<file path="src/rtl/seq_chunk_adder.sv">
// Multi-cycle wide adder: one CHUNK-bit slice per clock, carry registered between slices.
// Operands enter through a valid/ready handshake; result and flags are held until taken.
`timescale 1ns/1ps

module seq_chunk_slice_add #(
  parameter int CHUNK = 8
) (
  input  logic [CHUNK-1:0] x,
  input  logic [CHUNK-1:0] y,
  input  logic             ci,
  output logic [CHUNK-1:0] s,
  output logic             co
);
  logic [CHUNK:0] total;

  assign total = {1'b0, x} + {1'b0, y} + {{CHUNK{1'b0}}, ci};
  assign s     = total[CHUNK-1:0];
  assign co    = total[CHUNK];
endmodule

// state  | meaning
// S_IDLE | waiting for operands, in_ready high
// S_BUSY | adding slice cnt_q each cycle, carry held in carry_q
// S_DONE | result and flags valid, waiting for out_ready
module seq_chunk_adder #(
  parameter int WIDTH = 32,
  parameter int CHUNK = 8
) (
  input  logic             clk,
  input  logic             rst,
  input  logic             in_valid,
  output logic             in_ready,
  input  logic [WIDTH-1:0] a,
  input  logic [WIDTH-1:0] b,
  input  logic             cin,
  output logic             out_valid,
  input  logic             out_ready,
  output logic [WIDTH-1:0] sum,
  output logic             cout,
  output logic             ovf,
  output logic             zero
);
  localparam int NCHUNK = WIDTH / CHUNK;
  localparam int CW     = (NCHUNK > 1) ? $clog2(NCHUNK) : 1;
  localparam logic [CW-1:0] LAST = CW'(NCHUNK - 1);

  typedef enum logic [1:0] {S_IDLE, S_BUSY, S_DONE} state_t;

  state_t           state_q, state_d;
  logic [WIDTH-1:0] a_q, b_q;
  logic             carry_q;
  logic [CW-1:0]    cnt_q;

  logic [CHUNK-1:0] a_sl, b_sl, s_sl;
  logic             c_sl;
  logic [WIDTH-1:0] sum_d;
  logic             accept, last_slice;

  assign in_ready   = (state_q == S_IDLE) && !rst;
  assign accept     = in_valid && in_ready;
  assign last_slice = (cnt_q == LAST);
  assign out_valid  = (state_q == S_DONE);

  always_comb begin
    a_sl = '0;
    b_sl = '0;
    for (int i = 0; i < NCHUNK; i++) begin
      if (cnt_q == CW'(i)) begin
        a_sl = a_q[i*CHUNK +: CHUNK];
        b_sl = b_q[i*CHUNK +: CHUNK];
      end
    end
  end

  seq_chunk_slice_add #(.CHUNK(CHUNK)) u_slice (
    .x  (a_sl),
    .y  (b_sl),
    .ci (carry_q),
    .s  (s_sl),
    .co (c_sl)
  );

  // Sum register with the current slice merged in; on the last slice this is the final sum.
  always_comb begin
    sum_d = sum;
    for (int i = 0; i < NCHUNK; i++) begin
      if (cnt_q == CW'(i)) sum_d[i*CHUNK +: CHUNK] = s_sl;
    end
  end

  always_comb begin
    state_d = state_q;
    case (state_q)
      S_IDLE:  if (accept) state_d = S_BUSY;
      S_BUSY:  if (last_slice) state_d = S_DONE;
      S_DONE:  if (out_ready) state_d = S_IDLE;
      default: state_d = S_IDLE;
    endcase
  end

  always_ff @(posedge clk) begin
    if (rst) begin
      state_q <= S_IDLE;
      a_q     <= '0;
      b_q     <= '0;
      carry_q <= 1'b0;
      cnt_q   <= '0;
      sum     <= '0;
      cout    <= 1'b0;
      ovf     <= 1'b0;
      zero    <= 1'b0;
    end else begin
      state_q <= state_d;
      case (state_q)
        S_IDLE: begin
          if (accept) begin
            a_q     <= a;
            b_q     <= b;
            carry_q <= cin;
            cnt_q   <= '0;
          end
        end
        S_BUSY: begin
          sum     <= sum_d;
          carry_q <= c_sl;
          // Counter parks on the last slice; only a new accept clears it.
          if (!last_slice) cnt_q <= cnt_q + CW'(1);
          if (last_slice) begin
            cout <= c_sl;
            ovf  <= (a_q[WIDTH-1] == b_q[WIDTH-1]) && (sum_d[WIDTH-1] != a_q[WIDTH-1]);
            zero <= (sum_d == '0);
          end
        end
        default: ;
      endcase
    end
  end
endmodule
</file>
<file path="config.mk">
export PLATFORM = sky130hd
export DESIGN_NAME = seq_chunk_adder
export DESIGN_NICKNAME = d
export VERILOG_FILES = /design/src/rtl/seq_chunk_adder.sv
export SDC_FILE = /design/constraint.sdc
export NUM_CORES = 1
export LEC_CHECK = 0
export CORE_MARGIN = 2
export CORE_UTILIZATION = 46
export CTS_CLUSTER_SIZE = 24
export DETAILED_ROUTE_END_ITERATION = 12
export GPL_TIMING_DRIVEN = 1
export MAX_ROUTING_LAYER = met4
export PLACE_DENSITY = 0.85
export SLEW_MARGIN = 40
export SYNTH_ARGS = -nofsm -noshare
export SYNTH_HDL_FRONTEND = slang
export SYNTH_SLANG_ARGS = --single-unit
export TNS_END_PERCENT = 20
</file>
<file path="constraint.sdc">
create_clock -name clk -period 3.1 [get_ports clk]
set_clock_uncertainty 0.05 [all_clocks]
set_input_delay 0.62 -clock clk [delete_from_list [all_inputs] [get_ports clk]]
set_output_delay 0.62 -clock clk [all_outputs]
set_load 0.01 [all_outputs]
</file>
Word-level counts from Yosys, hierarchy flattened
Index checks and enable logic that the tools add are counted.
W data, S select, Z words.
{"block": "op_classes", "add_sub_neg": 3, "n_eq_ne": 11, "mux": 21, "n_reduce_logical": 13}
{"operator": "$mux W8", "n": 12}
{"operator": "$logic_not A32 Y1", "n": 1}
{"operator": "$mux W2", "n": 5}
{"operator": "$add A8 B8 Y9", "n": 1}
{"operator": "$add A9 B1 Y9", "n": 1}
{"operator": "$eq A2 B2 Y1 const B", "n": 3}
{"operator": "$ne A2 B2 Y1 const B", "n": 3}
{"operator": "$pmux W2 S3", "n": 1}
{"operator": "$reduce_and A2 Y1", "n": 3}
{"operator": "$reduce_and A3 Y1", "n": 2}
{"operator": "$eq A2 B1 Y1 const B", "n": 2}
{"operator": "$logic_not A2 Y1", "n": 2}
{"operator": "$pmux W2 S2", "n": 1}
{"operator": "$logic_and A1 B1 Y1", "n": 3}
{"operator": "$add A2 B1 Y2 const B", "n": 1}
{"operator": "$ne A2 B1 Y1 const B", "n": 1}
{"operator": "$pmux W1 S2", "n": 1}
{"operator": "$reduce_bool A2 Y1", "n": 1}
{"operator": "$eq A1 B1 Y1", "n": 1}
{"operator": "$logic_not A1 Y1", "n": 1}
{"operator": "$mux W1", "n": 1}
{"operator": "$ne A1 B1 Y1", "n": 1}
{"block": "totals", "reg_bits": 104, "input_bits": 69, "out_inout_bits": 37, "elab_cells": 57}

Depth between registers and ports, before layout
Gate-level depths: netlist of the first run.
{"block": "depth", "word_depth": 10, "depth_mapped": 17, "mapped_depth_nobuf": 16}

By module
From an unflattened synthesis of the first run, not the netlist that was laid out.
{"block": "hier_totals", "hier_cells": 632, "hier_area_um2": 4953.5}
{"module": "seq_chunk_adder", "n_inst": 1, "cells_per_inst": 594, "area_per_inst_um2": 4640.7, "seq_area_each_um2": 2082.0}
{"module": "seq_chunk_slice_add", "n_inst": 1, "cells_per_inst": 38, "area_per_inst_um2": 312.8, "seq_area_each_um2": 0.0}

Worst setup path before layout of the first run
No wires, ideal clock.
{"block": "synth_timing", "path_kind": "register to register", "startpoint": "register cnt_q[0]", "endpoint": "register zero", "setup_time_ns": 0.116, "t_arrival_ns": 3.248, "required_time_ns": 2.934, "setup_slack_ns": -0.314, "path_stages_with_launch": 15, "path_buffers": 2, "synth_period_minus_slack_ns": 3.414, "cell_sequence": "dfxtp_1 > inv_1 > ha_1 > clkbuf_1 > buf_1 > nor2_1 > a21oi_1 > o21ai_0 > fa_1 > fa_1 > a21o_1 > a21oi_1 > xnor2_1 > o31ai_1 > a31o_2"}
{"block": "synth_between", "elab_chain_len": 9, "elab_cells_between_ends": 20, "classes_between": "2 x add/sub; 3 x eq/ne; 12 x mux; 3 x reduce/logical"}
{"item": "start, declared", "line_no": "52", "rtl": "logic [CW-1:0] cnt_q;"}
{"item": "start signal, assigned", "line_no": "127", "rtl": "if (!last_slice) cnt_q <= cnt_q + CW'(1);"}
{"item": "$logic_not A2 Y1", "line_no": "68, 87"}
{"item": "$mux W8 (4 in a row)", "line_no": "68", "rtl": "if (cnt_q == CW'(i)) begin"}
{"item": "$add A8 B8 Y9", "line_no": "16", "rtl": "assign total = {1'b0, x} + {1'b0, y} + {{CHUNK{1'b0}}, ci};"}
{"item": "$add A9 B1 Y9", "line_no": "16"}
{"item": "$mux W8", "line_no": "87", "rtl": "if (cnt_q == CW'(i)) sum_d[i*CHUNK +: CHUNK] = s_sl;"}
{"item": "$logic_not A32 Y1", "line_no": "131", "rtl": "zero <= (sum_d == '0);"}
{"item": "end signal, assigned", "line_no": "131"}
{"item": "end, declared", "line_no": "41", "rtl": "output logic zero"}
Several ways; a longest one is shown, not always the timed one.
A chain may end at the register's enable or synchronous reset.

Final worst setup path of the first run
{"block": "layout_timing", "startpoint": "register cnt_q[1]", "endpoint": "register sum[14]"}
{"block": "layout_between", "elab_chain_len": 8, "elab_cells_between_ends": 15, "classes_between": "2 x add/sub; 3 x eq/ne; 9 x mux; 1 x reduce/logical"}
{"item": "$logic_not A2 Y1", "line_no": "68"}
{"item": "$mux W8 (4 in a row)", "line_no": "68"}
{"item": "$add A8 B8 Y9", "line_no": "16"}
{"item": "$add A9 B1 Y9", "line_no": "16"}
{"item": "$mux W8 *", "line_no": "87"}
{"item": "end signal, assigned", "line_no": "124", "rtl": "sum <= sum_d;"}
{"item": "end, declared", "line_no": "38", "rtl": "output logic [WIDTH-1:0] sum,"}
Every way passes the cells marked *; elsewhere a longest branch is shown, timed or not.

==> impl_metrics.py, run 1 <==
metrics = {
    "final_layout": {
        "area_growth_pct": 33.5,
        "postLayoutCellArea_sq_um": 6550,
        "fin_nets": 829,
        "fillers": 898,
        "drive_gt1_share_pct": 12.0,
        "diodes": 0,
    },
    "critical_path": {
        "worstPathArrival_ns": 3.37,
        "slowest_delay_ns": 0.44,
        "crit_path_end_kind": "flop",
        "slowest_stage": "fa_2",
        "critPathMaxFanout": 4,
        "path_class": "reg -> reg",
        "worst-path-buf-inv": 2,
        "crit_chain": "inv_4 -> ha_4 -> inv_4 -> and3_4 -> a21oi_2 -> nor2_2 -> a21oi_2 -> o21ai_2 -> fa_2 -> fa_2 -> a211oi_2 -> o21bai_1 -> a21oi_2 -> xnor2_1 -> nand2b_1 -> o21ai_1",
        "cp.required_ns": 3.36,
        "cpMostUsedCell": "a21oi_2",
        "crit_path_start_kind": "flop",
        "cp_top_family": "compound AO/OA/AOI/OAI gates",
    },
    "routing": {
        "drtAntennaViolNets": 0,
        "viasPerCell": 5.30,
        "wl_per_cell_um": 14.7,
        "wl_um": 13100,
        "vias": 4710,
        "drtIter0Drc": 219,
        "drt-pass1-iter-count": 5,
        "drc": 0,
    },
    "global_route": {
        "grt_pass1_wl_um": 21200,
        "grt_max_degree": 87,
        "grt-ovfl-total": 0,
        "antenna_found_initial": 0,
        "grt_pass1_vias": 4556,
        "track_usage_pct": 23.6,
    },
    "place": {
        "place_area_sq_um": 6250,
        "port_buffers": 105,
        "place_ws_ns": -0.183,
        "hpwl_um": 9540,
        "gp_congestion": 0.929,
    },
    "clock_network": {
        "ctsRootBufferMaster": "clkbuf_8",
        "htreeDepth": 3,
        "clk_path_buf_depth": 2,
        "path_clk_slew_ns": 0.10,
        "tritoncts": "built",
        "clock-sinks": 104,
        "hold_buffers": 0,
        "clkLatencyLatePin_ns": 0.37,
        "cts-buffers-inserted": 9,
    },
    "yosys": {
        "synth.top_cell.area_share_pct": 42.4,
        "synth_top_cell_by_area": "dfxtp_1",
        "synth_top_family_by_area": "simple AND/OR/NAND/NOR gates",
        "synthXorXnorAreaFrac_pct": 1.22,
        "synth_simple_gate_area_share_pct": 27.7,
        "synth-seq-area-share_pct": 42.4,
        "synth_area_sq_um": 4910,
        "synth_seq_cells": 104,
        "yosysWarnings": 0,
        "synth_enable_flop_cells": 0,
        "ys_types": 43,
        "syn-num-nets": 720,
        "syn_area_per_cell_sq_um": 7.69,
        "synthFlopType": "dfxtp_1",
        "async_reset_ff_share_pct": 0,
        "synth_compound_area_share_pct": 20.0,
        "synth_fa_ha_area_share_pct": 3.62,
        "syn_inst": 638,
        "synth_common_cells": "128 x nand2_1, 104 x dfxtp_1, 93 x o21ai_0",
        "synth_area_leaders": "dfxtp_1 42%, nand2_1 9.8%, o21ai_0 9.5%",
        "yosysMostFrequentCell": "nand2_1",
        "synthMuxAreaShare_pct": 0.408,
    },
    "timing": {
        "fmax_ghz": 0.321,
        "layout_setup_ws_ns": -0.0139,
        "fin_hold_ws_ns": 0.413,
        "fin_crit_sh_pct": 100,
        "tightestPinTransition_ns": 0.728,
        "rsz0062_at_grt": "yes",
        "finalCriticalPeriod_ns": 3.11,
        "setup_viol": 3,
        "slew_viol_final": 0,
        "hold_viol": 0,
        "timing.slew.headroom_pct": 51.4,
    },
    "hold_path": {
        "min_path_type": "reg -> reg",
    },
    "floorplan": {
        "ios": 106,
        "die_x_um": 107,
        "num_rows": 37,
        "initial_core_util_pct": 47.5,
        "core_sq_um": 10300,
        "die_area_sq_um": 11500,
        "die_y_um": 107,
    },
    "power_and_ir_drop": {
        "ir_worst_vdd_uv": 227,
        "powerDensity_nw_per_um2": 440,
        "power_w": 0.00288,
        "static-leakage-power_nw": 2.39,
    },
    "job": {
        "drv_cap": 0,
    },
    "status": {
        "violations": "setup timing",
        "status": "finished with violations",
    },
}
[worst paths after layout]
check                           startpoint      end  slack [ns]  cells after the start
worst min register to register     sum[24]  sum[24]        0.41                      2
worst max register to register    cnt_q[1]  sum[14]       -0.01                     16
worst max-delay path              cnt_q[1]  sum[14]       -0.01                     16
worst min-delay path               sum[24]  sum[24]        0.41                      2
[flip-flops by register name, indices dropped and copies added (netlist names)]
register,flops
b_q,32
carry_q,1
a_q,32
cnt_q,2
ovf,1
state_q,2
sum,32
zero,1
cout,1
[where the power goes]
group	internal, W	switching (W)
Combinational	0.000325	0.000322
Clock	0.000296	0.000482
Sequential	0.00141	0.0000487
[cell usage in the layout, fill, tap and decap left out, types with 8 or more instances in the layout]
cell	count
nor2_1	36
nand3b_1	8
nand2b_1	70
clkdlybuf4s50_1	104
a21oi_2	8
clkbuf_8	9
ha_1	8
nand2_1	127
o21ai_1	8
a21oi_1	53
o21ai_0	85
dfxtp_1	102
buf_4	36
and3_1	14
[logic make-up (layout without fill, tap and decap cells)]
group / Yosys count / after routing
and+or+nand+nor: 282 / 282
xor gates and xnor gates: 6 / 6
adders and majority gates: 13 / 13
DFF: 104 / 104
muxes: 2 / 2
AOI/OAI and AO/OA: 179 / 179
buffers and inverters: 52 / 166
[layer usage]
layer | GRT usage (%) | vias to the layer above | share of wire (%)
met5 | - | - | 0
met4 | 8.91 | 0 | 2.0
met3 | 3.63 | 25 | 6.7
met2 | 38.5 | 186 | 47
met1 | 29.7 | 2137 | 44
li1 | - | 2362 | -
[through the flow]
| stage | setup TNS (ns) | utilization (%) | cells |
|---|---|---|---|
| floorplan | 0 | - | 638 |
| finish | -0.0288 | 63.5 | 888 |
| CTS | 0 | 62.9 | 886 |
| global route | -2.12 | 63.5 | 888 |
| detailed placement | -1.85 | 60.5 | 867 |
| global placement | -0.517 | 60.5 | 867 |
[tightest hold or removal path: stages, from the launching register on]
cell,delay (ns)
dfxtp_1,0.32
nand2_1,0.05
a21oi_1,0.05
[final cells by class]
class / count / area [sq um] / share of cell area, %
well taps: 136 / 170 / 2.60
repair buffers: 143 / 1360 / 20.7
clock buffers: 10 / 128 / 1.95
flip-flops and latches: 104 / 2090 / 31.9
inverters: 7 / 33.8 / 0.516
clock inverters: 6 / 42.5 / 0.649
multi-input cells: 482 / 2730 / 41.7
[timing repair]
action | in CTS | in global routing
resized for setup | 20 | 14
cloned | 0 | 0
setup buffers | 3 | 2
setup endpoints to repair | 19 | 20
pin swaps | 12 | 15
Note: power is estimated with default switching activity, not from simulation.
==> inputs of run 2 (changes only) <==
CORE_UTILIZATION = 57   (was 46)
DONT_BUFFER_PORTS = 1   (was default)
PLACE_DENSITY = 0.84   (was 0.85)
==> run 2 against run 1 <==
- the flow still finishes with violations (setup timing)
- largest power group unchanged
- routed wire length fell by 6.1%
- hold slack got worse by 0.14 ns
- setup slack lost 0.0095 ns
- critical path type unchanged
- flip-flop and latch count is the same
- final cell count fell by 16%
- clock power grew 30%
- die area decreased by 19%
- utilization rose by 2.7 points
- register-to-register slack barely moved
- critical endpoint unchanged
==> impl_metrics.py, run 2 (same netlist as run 1, synthesis figures left out) <==
metrics = {
    "status": {
        "status": "finished with violations",
        "violations": "setup timing",
    },
    "hold_path": {
        "holdPathEnd": "cnt_q[1]",
        "min_path_type": "in -> reg",
        "min_path_cells": 1,
        "worstHoldStart": "rst",
    },
    "timing": {
        "finalCriticalPeriod_ns": 3.12,
        "setup_viol": 2,
        "fmax_ghz": 0.320,
        "hold_viol": 0,
        "rsz0062_at_grt": "yes",
        "tightestPinTransition_ns": 0.751,
        "fin_crit_sh_pct": 101,
        "layout_setup_ws_ns": -0.0234,
        "slew_viol_final": 0,
        "timing.slew.headroom_pct": 49.7,
        "fin_hold_ws_ns": 0.273,
    },
    "clock_network": {
        "clk_path_buf_depth": 2,
        "hold_buffers": 0,
        "clock-sinks": 104,
        "path_clk_slew_ns": 0.09,
        "htreeDepth": 3,
        "ctsRootBufferMaster": "clkbuf_8",
        "cts-buffers-inserted": 9,
        "clkLatencyLatePin_ns": 0.37,
        "tritoncts": "built",
    },
    "critical_path": {
        "crit_path_end_kind": "flop",
        "slowest_stage": "fa_2",
        "crit_chain": "inv_4 -> ha_4 -> inv_2 -> and3_4 -> a21oi_2 -> nor2_1 -> a21oi_2 -> o21ai_2 -> fa_2 -> fa_2 -> a211oi_2 -> o21bai_2 -> a21oi_2 -> xnor2_1 -> nand2b_1 -> o21ai_1",
        "rrSetupSlack_ns": -0.02,
        "critPathMaxFanout": 4,
        "regToRegEndpoint": "sum[14]",
        "r2r-start": "cnt_q[1]",
        "worst-path-buf-inv": 2,
        "cp.required_ns": 3.35,
        "r2r_cells": 16,
        "worstPathArrival_ns": 3.37,
        "crit_path_start_kind": "flop",
        "slowest_delay_ns": 0.44,
        "cp_top_family": "compound AO/OA/AOI/OAI gates",
        "worstSetupStartpoint": "cnt_q[1]",
        "path_class": "reg -> reg",
        "cpMostUsedCell": "a21oi_2",
    },
    "final_layout": {
        "fillers": 672,
        "reg_top3": "a_q (32), b_q (32), sum (32)",
        "diodes": 0,
        "final_cell_mix": "128 x nand2_1, 102 x dfxtp_1, 83 x o21ai_0, 70 x nand2b_1, 51 x a21oi_1",
        "area_growth_pct": 11.8,
        "fin_nets": 718,
        "layout_commonest_cell": "nand2_1",
        "fin_cells": 746,
        "drive_gt1_share_pct": 12.9,
        "utilization_pct": 66.1,
    },
    "routing": {
        "vias": 4384,
        "drc": 0,
        "wl_per_cell_um": 16.4,
        "drt-pass1-iter-count": 5,
        "wl_um": 12300,
        "drtIter0Drc": 272,
        "drtAntennaViolNets": 0,
        "viasPerCell": 5.88,
    },
    "power_and_ir_drop": {
        "pwr-share-clk_pct": 34.1,
        "p_seq_share_pct": 49.5,
        "powerDensity_nw_per_um2": 541,
        "ir_worst_vdd_uv": 283,
        "p_int_w": 0.00217,
        "static-leakage-power_nw": 2.01,
        "combPwrFrac_pct": 16.4,
        "switching_share_pct": 27.0,
        "p_sw_w": 0.000802,
    },
    "floorplan": {
        "initial_core_util_pct": 59.1,
        "die_y_um": 96.8,
        "num_rows": 33,
        "core_sq_um": 8300,
        "die_area_sq_um": 9370,
        "die_x_um": 96.8,
        "ios": 106,
    },
    "global_route": {
        "grt_pass1_wl_um": 20100,
        "track_usage_pct": 26.6,
        "grt_max_degree": 109,
        "grt-ovfl-total": 0,
        "antenna_found_initial": 0,
        "grt_pass1_vias": 4292,
    },
    "place": {
        "gp_congestion": 0.918,
        "dp.cells": 727,
        "hpwl_um": 8700,
        "port_buffers": 0,
    },
    "job": {
        "drv_cap": 0,
    },
}
-- run 2: through the flow --
stage	setup slack, ns	total power (W)	instance area (sq um)	TNS [ns]
final	-0.0234	0.00297	5490	-0.0339
after global placement	-0.0570	0.00194	5130	-0.213
after global routing	-0.191	0.00308	5490	-1.36
after detailed placement	-0.225	0.00195	5130	-2.27
after CTS	0.0337	0.00295	5430	0
after floorplan	0.00711	0.00182	4970	0
-- run 2: cell type report --
type / count / area (sq um) / share of cell area [%]
Sequential cell: 104 / 2090 / 38.0
Clock buffer: 10 / 128 / 2.33
Timing Repair Buffer: 32 / 265 / 4.83
Multi-Input combinational cell: 482 / 2730 / 49.8
Tap cell: 105 / 131 / 2.39
Inverter: 7 / 28.8 / 0.524
Clock inverter: 6 / 115 / 2.10
-- run 2: worst max path at each step --
stage,to,slack (ns),cells past startpoint
after floorplan,zero,0.007,15
after CTS,zero,0.03,14
after global routing,sum[14],-0.19,16
final,sum[14],-0.02,16
after detailed placement,zero,-0.22,15
after global placement,zero,-0.06,16
-- run 2: routing by layer --
metal,wire (um),track usage [%],vias to the layer above
met1,5180,32.6,2025
met5,0,-,-
met4,376,11.4,0
li1,-,-,2142
met3,932,5.27,33
met2,5780,42.7,184
-- run 2: power by group through the flow --
| stage | combinational (W) | sequential [W] | clock [W] |
|---|---|---|---|
| after floorplan | 0.000336 | 0.00148 | 0 |
| after global placement | 0.000443 | 0.00149 | 0 |
| after detailed placement | 0.000456 | 0.00150 | 0 |
| after CTS | 0.000472 | 0.00147 | 0.00101 |
| after global routing | 0.000538 | 0.00148 | 0.00107 |
| final | 0.000488 | 0.00147 | 0.00101 |
-- run 2: timing repair --
| item | in CTS | in global routing |
|---|---|---|
| resized for setup | 14 | 20 |
| setup buffers | 1 | 2 |
| endpoints found under the setup margin | 20 | 20 |
| endpoints found under the hold margin | 0 | 0 |
| pin swaps | 4 | 13 |
==> inputs of run 3 (changes only) <==
CAP_MARGIN = 25   (was default)
==> results of run 3 <==
The final DEF is identical to that of run 2; final timing and power are the same.
